===== config.mk =====
export PLATFORM = sky130hd
export DESIGN_NAME = uart_tx
export DESIGN_NICKNAME = d
export VERILOG_FILES = /design/src/rtl/uart_tx.sv
export SDC_FILE = /design/constraint.sdc
export NUM_CORES = 1
export LEC_CHECK = 0
export BUFFER_PORTS_ARGS = -buffer_cell sky130_fd_sc_hd__buf_4
export CORE_MARGIN = 1.5
export CORE_UTILIZATION = 45
export DETAILED_ROUTE_END_ITERATION = 10
export GPL_ROUTABILITY_DRIVEN = 0
export HOLD_SLACK_MARGIN = 0.03
export PLACE_DENSITY = 0.73
export SETUP_SLACK_MARGIN = 0.15
export SYNTH_ARGS = -nofsm -noshare
export SYNTH_HDL_FRONTEND = slang
export SYNTH_SLANG_ARGS = --single-unit

===== constraint.sdc =====
create_clock -name clk_i -period 3.53 [get_ports clk_i]
set_input_delay 0.353 -clock clk_i [delete_from_list [all_inputs] [get_ports clk_i]]
set_output_delay 0.353 -clock clk_i [all_outputs]
set_load 0.02 [all_outputs]

===== src/rtl/uart_tx.sv =====
// UART transmitter: start bit, WordSize data bits LSB first, one stop bit, no parity.
// Words arrive over a valid/ack handshake; the serial line idles high.
module uart_tx #(
    parameter int unsigned ClkRate  = 100_000_000,
    parameter int unsigned BaudRate = 115200,
    parameter int unsigned WordSize = 8
) (
    input  logic                clk_i,
    input  logic                rst_i,
    input  logic [WordSize-1:0] data_i,
    input  logic                data_valid_i,
    output logic                data_ack_o,
    output logic                uart_o
);

    localparam int unsigned BitCycles = ClkRate / BaudRate;
    localparam int unsigned CntW      = (BitCycles > 1) ? $clog2(BitCycles) : 1;
    localparam int unsigned IdxW      = (WordSize > 1) ? $clog2(WordSize) : 1;

    localparam logic [CntW-1:0] CntLast = CntW'(BitCycles - 1);
    localparam logic [IdxW-1:0] IdxLast = IdxW'(WordSize - 1);

    localparam logic [1:0] StIdle  = 2'd0;
    localparam logic [1:0] StStart = 2'd1;
    localparam logic [1:0] StData  = 2'd2;
    localparam logic [1:0] StStop  = 2'd3;

    generate
        if (BitCycles < 2) begin : g_bad_divider
            $error("uart_tx: ClkRate/BaudRate must be at least 2");
        end
    endgenerate

    logic [1:0]          state_q, state_d;
    logic [CntW-1:0]     cnt_q, cnt_d;
    logic [IdxW-1:0]     idx_q, idx_d;
    logic [WordSize-1:0] shift_q, shift_d;
    logic                uart_q, uart_d;
    logic                bit_end_c;

    assign bit_end_c = (cnt_q == CntLast);

    // Ack only while idle; forced low for the whole time reset is asserted.
    assign data_ack_o = (state_q == StIdle) && data_valid_i && !rst_i;
    assign uart_o     = uart_q;

    // State and datapath registers.
    always_ff @(posedge clk_i or posedge rst_i) begin
        if (rst_i) begin
            state_q <= StIdle;
            cnt_q   <= '0;
            idx_q   <= '0;
            shift_q <= '0;
            uart_q  <= 1'b1;
        end else begin
            state_q <= state_d;
            cnt_q   <= cnt_d;
            idx_q   <= idx_d;
            shift_q <= shift_d;
            uart_q  <= uart_d;
        end
    end

    // Next state; uart_d is the line level for the cycle after this edge,
    // so the start bit appears on the same edge that accepts the word.
    always_comb begin
        state_d = state_q;
        cnt_d   = cnt_q;
        idx_d   = idx_q;
        shift_d = shift_q;
        uart_d  = uart_q;

        case (state_q)
            StIdle: begin
                uart_d = 1'b1;
                if (data_valid_i) begin
                    shift_d = data_i;
                    cnt_d   = '0;
                    idx_d   = '0;
                    state_d = StStart;
                    uart_d  = 1'b0;
                end
            end
            StStart: begin
                if (bit_end_c) begin
                    cnt_d   = '0;
                    idx_d   = '0;
                    state_d = StData;
                    uart_d  = shift_q[0];
                end else begin
                    cnt_d = cnt_q + CntW'(1);
                end
            end
            StData: begin
                if (bit_end_c) begin
                    cnt_d   = '0;
                    shift_d = shift_q >> 1;
                    if (idx_q == IdxLast) begin
                        state_d = StStop;
                        uart_d  = 1'b1;
                    end else begin
                        idx_d  = idx_q + IdxW'(1);
                        uart_d = shift_d[0];
                    end
                end else begin
                    cnt_d = cnt_q + CntW'(1);
                end
            end
            StStop: begin
                if (bit_end_c) begin
                    cnt_d   = '0;
                    state_d = StIdle;
                    uart_d  = 1'b1;
                end else begin
                    cnt_d = cnt_q + CntW'(1);
                end
            end
            default: begin
                state_d = StIdle;
                cnt_d   = '0;
                uart_d  = 1'b1;
            end
        endcase
    end

endmodule


==> results of run 1 <==
-- per-layer routing --
metal / global-route usage, % / part of all wire (%) / wire length (um) / up-vias
met5: 0 / 0 / 0 / -
met4: 6.818 / 1.5 / 40 / 0
met3: 3.930 / 2.8 / 73 / 5
met2: 29.20 / 51 / 1348 / 14
met1: 21.54 / 44 / 1169 / 470
li1: - / - / - / 498
-- per-stage QoR --
| stage | utilization (%) | hold WS, ns | instances | total power, mW |
|---|---|---|---|---|
| floorplan | - | 0.3669 | 130 | 0.9272 |
| global placement | 50.87 | 0.4849 | 182 | 1.009 |
| detailed placement | 50.87 | 0.4949 | 182 | 1.039 |
| CTS | 52.60 | 0.2584 | 186 | 1.240 |
| global route | 52.60 | 0.2774 | 186 | 1.330 |
| finish | 52.60 | 0.2242 | 186 | 1.234 |
-- worst reg2reg max path, stage by stage, from the launching register on --
cell and delay, ns:
dfrtp_1 0.44, inv_1 0.11, ha_1 0.67, nand4_2 0.22, a21oi_4 0.35, mux2_2 0.38
-- worst paths after layout --
path                       startpoint          to  slack, ns  depth (start not counted)
setup / recovery           state_q[0]  shift_q[0]       1.26                          5
hold / removal                  rst_i    cnt_q[1]       0.22                          2
setup reg to reg           state_q[0]  shift_q[0]       1.26                          5
hold reg to reg            shift_q[3]  shift_q[3]       0.52                          1
max in group asynchronous       rst_i  shift_q[3]       2.74                          2
min in group clk_i          data_i[6]  shift_q[6]       0.37                          3
-- power groups by stage --
stage,logic (mW),registers (mW),clock network (mW)
4_1_cts,0.570,0.464,0.206
5_1_grt,0.629,0.479,0.222
2_1_floorplan,0.472,0.455,0
3_3_place_gp,0.548,0.461,0
3_5_place_dp,0.568,0.471,0
6_report,0.566,0.465,0.204
-- flip-flops by register name, summed over array words and instances, names as in the netlist --
| register | flops |
|---|---|
| uart_o | 1 |
| shift_q | 8 |
| idx_q | 3 |
| cnt_q | 10 |
| state_q | 2 |
-- cells by family (layout without fill, tap and decap cells) --
kind of cell    count (synthesis)  in the layout  share of synthesized area [%]
fa+ha+maj                       8              8                          7.043
mux                            17             17                          13.47
xor+xnor                        8              8                          4.930
buf+inv                         8             20                          2.904
compound gates                 10             10                          6.514
flops                          24             24                          42.34
simple gates                   55             55                          22.80
-- area by class of cell --
class	instances	area [um^2]
well taps	44	55.05
inverters	4	15.01
repair buffers	12	90.09
fillers	285	1435
flip-flops and latches	24	601.8
clock buffers	3	22.52
multi-input cells	98	778.2
clock inverters	1	30.03
-- cell usage in the layout, fill, tap and decap left out, drive strengths merged, types with 4 or more instances in the layout --
cell type  instances
xnor2              5
dfrtp             23
nor4               4
nand2              7
inv                4
nand4              9
buf               12
nand3              9
mux2              17
nor2               9
nand2b             5
ha                 8
==> metrics.md, run 1 <==
| Metric | Value |
|---|---|
| Max-Cap Viols | `0` |
| Final Hold Fails | `0` |
| Final setup viols | `0` |
| Crit-path max FO | `22` |
| GRT Overall Usage | `17.40%` |
| Antenna violations before repair | `0` |
| Routed len/inst | `14.15 um` |
| Ys async rst share | `100.0%` |
| # IOs | `13` |
| Psw | `0.4475 mW` |
| Synth top area cells | `dfrtp_1 40%, mux2_2 13%, ha_1 7.0%` |
| Crit-path slowest cell | `ha_1` |
| Worst setup SP type | `flip-flop` |
| Clock buffer depth | `2` |
| Nets@finish | `162` |
| Layout cells sized above 1 | `30.28%` |
| Crit-path leading delay family | `adder cells` |
| Placed instance area | `0.001540 mm^2` |
| Syn_area_per_cell | `10.93 um^2` |
| TritonCTS Buffers | `3` |
| Max Clock Freq | `440.0 MHz` |
| Peak VDD IR | `0.0005170 V` |
| Final period utilization | `64.38%` |
| # H-tree levels | `1` |
| Worst-margin pin slew | `0.9318 ns` |
| Cells after synthesis | `130` |
| Vias after detailed routing | `987` |
| Post-CTS Repair Setup Buffers | `0` |
| Pwr dens | `774.7 mW/mm^2` |
| Internal | `0.7863 mW` |
| Initial core utilization | `46.94%` |
| Tightest Hold Check Type | `input pin to asynchronous set/reset pin` |
| Syn nets | `149` |
| Total Wirelength | `2632 um` |
| Max-slew violation count | `0` |
| Die Y | `59.20 um` |
| Yosys top cell area share | `40.49%` |
| Vias in the first global route | `1001` |
| CTS tree | `built` |
| Status | `complete, no violations` |
| Critical Path Sink Type | `flip-flop` |
| CTS resizes | `0` |
| Slew headroom | `37.81%` |
| Post-route cell area | `0.001593 mm^2` |
| P_leak | `0.6792 nW` |
| Sequential fraction of the synthesis area | `42.34%` |
| Antenna diodes | `0` |
| Fin Setup TNS | `0 ns` |
| Core ar. | `0.003028 mm^2` |
| EDFF count, synth | `0` |
| CTS Sinks | `24` |
| Area growth from synthesis to layout | `12.06%` |
| Yosys warning count | `0` |
| Sequential share of power | `37.7%` |
| Drt drc | `0` |
| Iter 0 DRT Violations | `35` |
| PortBufs | `12` |
| Cts hold-fix bufs | `0` |
| Site row count | `20` |
| Clock slew at reported path FFs | `0.14 ns` |
| Synth unique cells | `36` |
| Pin count of the biggest net entering global routing | `25` |
| Die Footprint | `0.003505 mm^2` |
| Dpl hpwl | `1964 um` |
| Yosys reg bits | `24` |
| Clock latency on the worst-skew pair | `0.33 ns` |
| Setup WS pre-CTS | `1.263 ns` |
| Sw frac | `36.27%` |
| Largest area contributor in the netlist | `dfrtp_1` |
| First-pass GRT wire length | `4554 um` |
| Clock root cell | `clkbuf_4` |
| Synth Flop Type | `dfrtp_1` |
| RSZ-0062 raised after global routing | `no` |
| DRT Pass-1 Iters | `4` |
| Worst clock skew | `0.006353 ns` |
| Clock network power share | `16.5%` |
| Synth cell count leaders | `23 x dfrtp_1, 17 x mux2_2, 9 x nor2_1` |
| Critical Path AT | `2.50 ns` |
| CP Cell Sequence | `inv_1 > ha_1 > nand4_2 > a21oi_4 > mux2_2` |
| Mapped Area | `0.001421 mm^2` |
| Comb pwr share | `45.8%` |
| Chip Width | `59.20 um` |
| Tmin final | `2.272 ns` |
| Worst path required time | `3.76 ns` |
| CP peak stage delay | `0.67 ns` |
| Fin worst setup slack | `1.258 ns` |
| Buffers & Inverters on Critical Path | `1` |
| Critical path class | `flip-flop to flip-flop` |
| Grt total ovfl | `0` |
| Routed Antenna Nets | `0` |
| Vias per std cell | `5.306` |
| Most common cell in the netlist | `dfrtp_1` |
Power figures use the tool's default switching activity.
==> run 2: changes to the inputs <==
--- a/config.mk
+++ b/config.mk
@@ -5,6 +5,7 @@
 export SDC_FILE = /design/constraint.sdc
 export NUM_CORES = 1
 export LEC_CHECK = 0
+export ABC_AREA = 1
 export BUFFER_PORTS_ARGS = -buffer_cell sky130_fd_sc_hd__buf_4
 export CORE_MARGIN = 1.5
 export CORE_UTILIZATION = 45
==> constraint.sdc (replaced) <==
create_clock -name clk_i -period 2.2 [get_ports clk_i]
set_input_delay 0.22 -clock clk_i [delete_from_list [all_inputs] [get_ports clk_i]]
set_output_delay 0.22 -clock clk_i [all_outputs]
set_load 0.02 [all_outputs]
==> run 2 against run 1 <==
  * Routed wire length is 3.1% higher
  * Clock skew fell by 0.00070 ns
  * Synthesized area grew 1.4%
  * Critical endpoint is now data_ack_o
==> metrics.md, run 2 <==
| Metric | Value |
|---|---|
| Commonest non-fill, non-tap cell in the layout | `nand2_1` |
| Antenna diodes | `0 (unchanged)` |
| Fillers | `313 (+9.8%)` |
| Layout cells sized above 1 | `15.64% (-15 points)` |
| Ys async rst share | `100.0% (unchanged)` |
| RSZ-0062 raised after global routing | `no` |
| R2R cell count | `8 (+3)` |
| Synth Flop Type | `dfrtp_1` |
| Cts hold-fix bufs | `1 (+1)` |
| Final Hold Fails | `0 (unchanged)` |
| Largest regs | `cnt_q (10), shift_q (8), idx_q (3)` |
| Most common cell in the netlist | `nand2_1` |
| Status | `complete, no violations` |
| Hold Path Stages | `3` |
| Grt total ovfl | `0 (unchanged)` |
| CTS tree | `built` |
| Yosys warning count | `0 (unchanged)` |
| Synth top area cells | `dfrtp_1 40%, nand2_1 21%, ha_1 6.9%` |
| Tightest Hold Check Type | `input pin to flip-flop` |
| Syn nets | `214 (+44%)` |
| Tmin final | `1.734 ns` |
| Yosys top cell area share | `39.93% (-0.56 points)` |
| Worst setup SP type | `flip-flop` |
| Synth cell count leaders | `81 x nand2_1, 23 x dfrtp_1, 19 x nor2_1` |
| Max-slew violation count | `0 (unchanged)` |
| Post-CTS Repair Setup Buffers | `0 (unchanged)` |
| Largest area contributor in the netlist | `dfrtp_1` |
| Worst path required time | `1.98 ns (-1.78 ns)` |
| Worst-margin pin slew | `0.3689 ns (-0.5630 ns)` |
| Clock slew at reported path FFs | `0.13 ns (about the same)` |
| Slew headroom | `75.32% (+38 points)` |
| R2R setup slack | `0.49 ns (-0.77 ns)` |
| Final setup viols | `0 (unchanged)` |
| CTS Sinks | `24 (unchanged)` |
| Die Footprint | `0.003552 mm^2 (+1.3%)` |
| Nets@finish | `231 (+43%)` |
| Max-Cap Viols | `0 (unchanged)` |
| PortBufs | `12 (unchanged)` |
| Pwr dens | `1192 mW/mm^2 (+54%)` |
| Core ar. | `0.003053 mm^2 (+0.83%)` |
| EDFF count, synth | `0 (unchanged)` |
| Die Y | `59.60 um (+0.67%)` |
| Synth unique cells | `22 (-39%)` |
| Critical path class | `flip-flop to primary output` |
| Crit-path max FO | `4 (-82%)` |
| Vias in the first global route | `1077 (+7.6%)` |
| Worst Hold End | `shift_q[7]` |
| Critical Path Sink Type | `primary output` |
| Antenna violations before repair | `0 (unchanged)` |
| # H-tree levels | `1 (unchanged)` |
| CTS resizes | `0 (unchanged)` |
| Site row count | `20 (unchanged)` |
| Worst R2R End | `idx_q[1]` |
| FF/Latch Area | `601.8 um^2 (unchanged)` |
| Cells after synthesis | `195 (+50%)` |
| Final period utilization | `78.81%` |
| Initial core utilization | `47.21% (+0.27 points)` |
| Chip Width | `59.60 um (+0.67%)` |
| Worst clock skew | `0.005648 ns (-0.0007047 ns)` |
| Area growth from synthesis to layout | `14.24%` |
| Drt drc | `0 (unchanged)` |
| Max Clock Freq | `576.7 MHz` |
| Max FFs per register | `10 (unchanged)` |
| GRT Overall Usage | `17.18% (-0.22 points)` |
| Clock buffer depth | `2 (unchanged)` |
| Most frequent cells in the layout | `81 x nand2_1, 23 x dfrtp_1, 19 x nor2_1, 14 x inv_1, 14 x buf_4` |
| DRT Pass-1 Iters | `4 (unchanged)` |
| Hold Slack | `0.1852 ns (-0.03903 ns)` |
| Yosys reg bits | `24 (unchanged)` |
| Critical Path AT | `1.51 ns (-0.99 ns)` |
| Iter 0 DRT Violations | `63 (+80%)` |
| Vias after detailed routing | `1234 (+25%)` |
| Routed len/inst | `10.64 um (-25%)` |
| Dpl hpwl | `2108 um (+7.4%)` |
| TritonCTS Buffers | `3 (unchanged)` |
| Sequential fraction of the synthesis area | `41.75% (-0.59 points)` |
| Reg-to-Reg Start | `state_q[0]` |
| Mapped Area | `0.001441 mm^2 (+1.4%)` |
| # IOs | `13 (unchanged)` |
| Fin Setup TNS | `0 ns (unchanged)` |
| Total Wirelength | `2714 um (+3.1%)` |
| Peak VDD IR | `0.0008337 V (+61%)` |
| Clock root cell | `clkbuf_4` |
| Clock latency on the worst-skew pair | `0.31 ns (-0.02 ns)` |
| First-pass GRT wire length | `4671 um (+2.6%)` |
| Most flop-heavy register | `cnt_q` |
| Multi-input gate area | `750.7 um^2 (-3.5%)` |
| Routed Antenna Nets | `0 (unchanged)` |
| Syn_area_per_cell | `7.392 um^2 (-32%)` |
| Pin count of the biggest net entering global routing | `25 (unchanged)` |
| P_leak | `0.8819 nW (+30%)` |
| Vias per std cell | `4.839 (-8.8%)` |
| Min-delay src | `data_i[7]` |
run 2: cell count changes after synthesis, sizes merged, moves of 3 or more:
cell,change
inv,+15
xnor2,-5
mux2,-17
o21ai,+3
nand4,+4
nand2,+78
nor4,-4
nor2,+12
nand2b,-5
run 2: where the power goes:
group          total [mW]  leakage [nW]  internal, mW  switching [mW]
registers           0.679         0.313         0.587          0.0924
clock network       0.313        0.0279         0.184           0.129
logic               0.971         0.541         0.329           0.642
total                1.96         0.882          1.10           0.863
run 2: worst max-delay path by stage:
stage,start,end,depth (start not counted)
after floorplan,state_q[0],data_ack_o,4
after detailed placement,state_q[0],idx_q[1],8
after global placement,state_q[0],idx_q[1],8
after CTS,state_q[0],data_ack_o,5
after global routing,state_q[0],idx_q[1],8
final,state_q[0],data_ack_o,5
run 2: kinds of logic after synthesis:
family,synth area share (%)
xor+xnor,2.430
buf+inv,6.164
simple gates,40.36
flops,41.75
compound gates,2.344
fa+ha+maj,6.945
run 2: final cells by class:
cell class                 instances  share of cell area, %
sequential                        24                  36.55
multi-input combinational        149                  45.59
clock buffer                       3                  1.368
tap                               44                  3.343
clock inverter                     1                  1.824
timing repair buffer              15                  6.991
inverter                          19                  4.331
run 2: critical path, stage by stage, from the launching register on:
cell,delay [ns]
dfrtp_1,0.44
inv_1,0.12
ha_1,0.21
inv_1,0.11
nor3_1,0.16
buf_4,0.17
run 2: through the flow:
stage | power [mW] | setup slack (ns) | instance area [um^2] | utilization, % | instances
2_1_floorplan | 1.448 | 0.7407 | 1441 | - | 195
3_3_place_gp | 1.641 | 0.5804 | 1584 | 51.89 | 250
3_5_place_dp | 1.662 | 0.5200 | 1584 | 51.89 | 250
4_1_cts | 1.981 | 0.4484 | 1647 | 53.93 | 255
5_1_grt | 2.153 | 0.3118 | 1647 | 53.93 | 255
6_report | 1.963 | 0.4661 | 1647 | 53.93 | 255
run 2: layer usage:
layer  GRT usage (%)  share of wire [%]
met1           24.62                 48
met2           27.32                 48
met5               0                  0
met3           2.183                3.2
met4           4.762               0.77
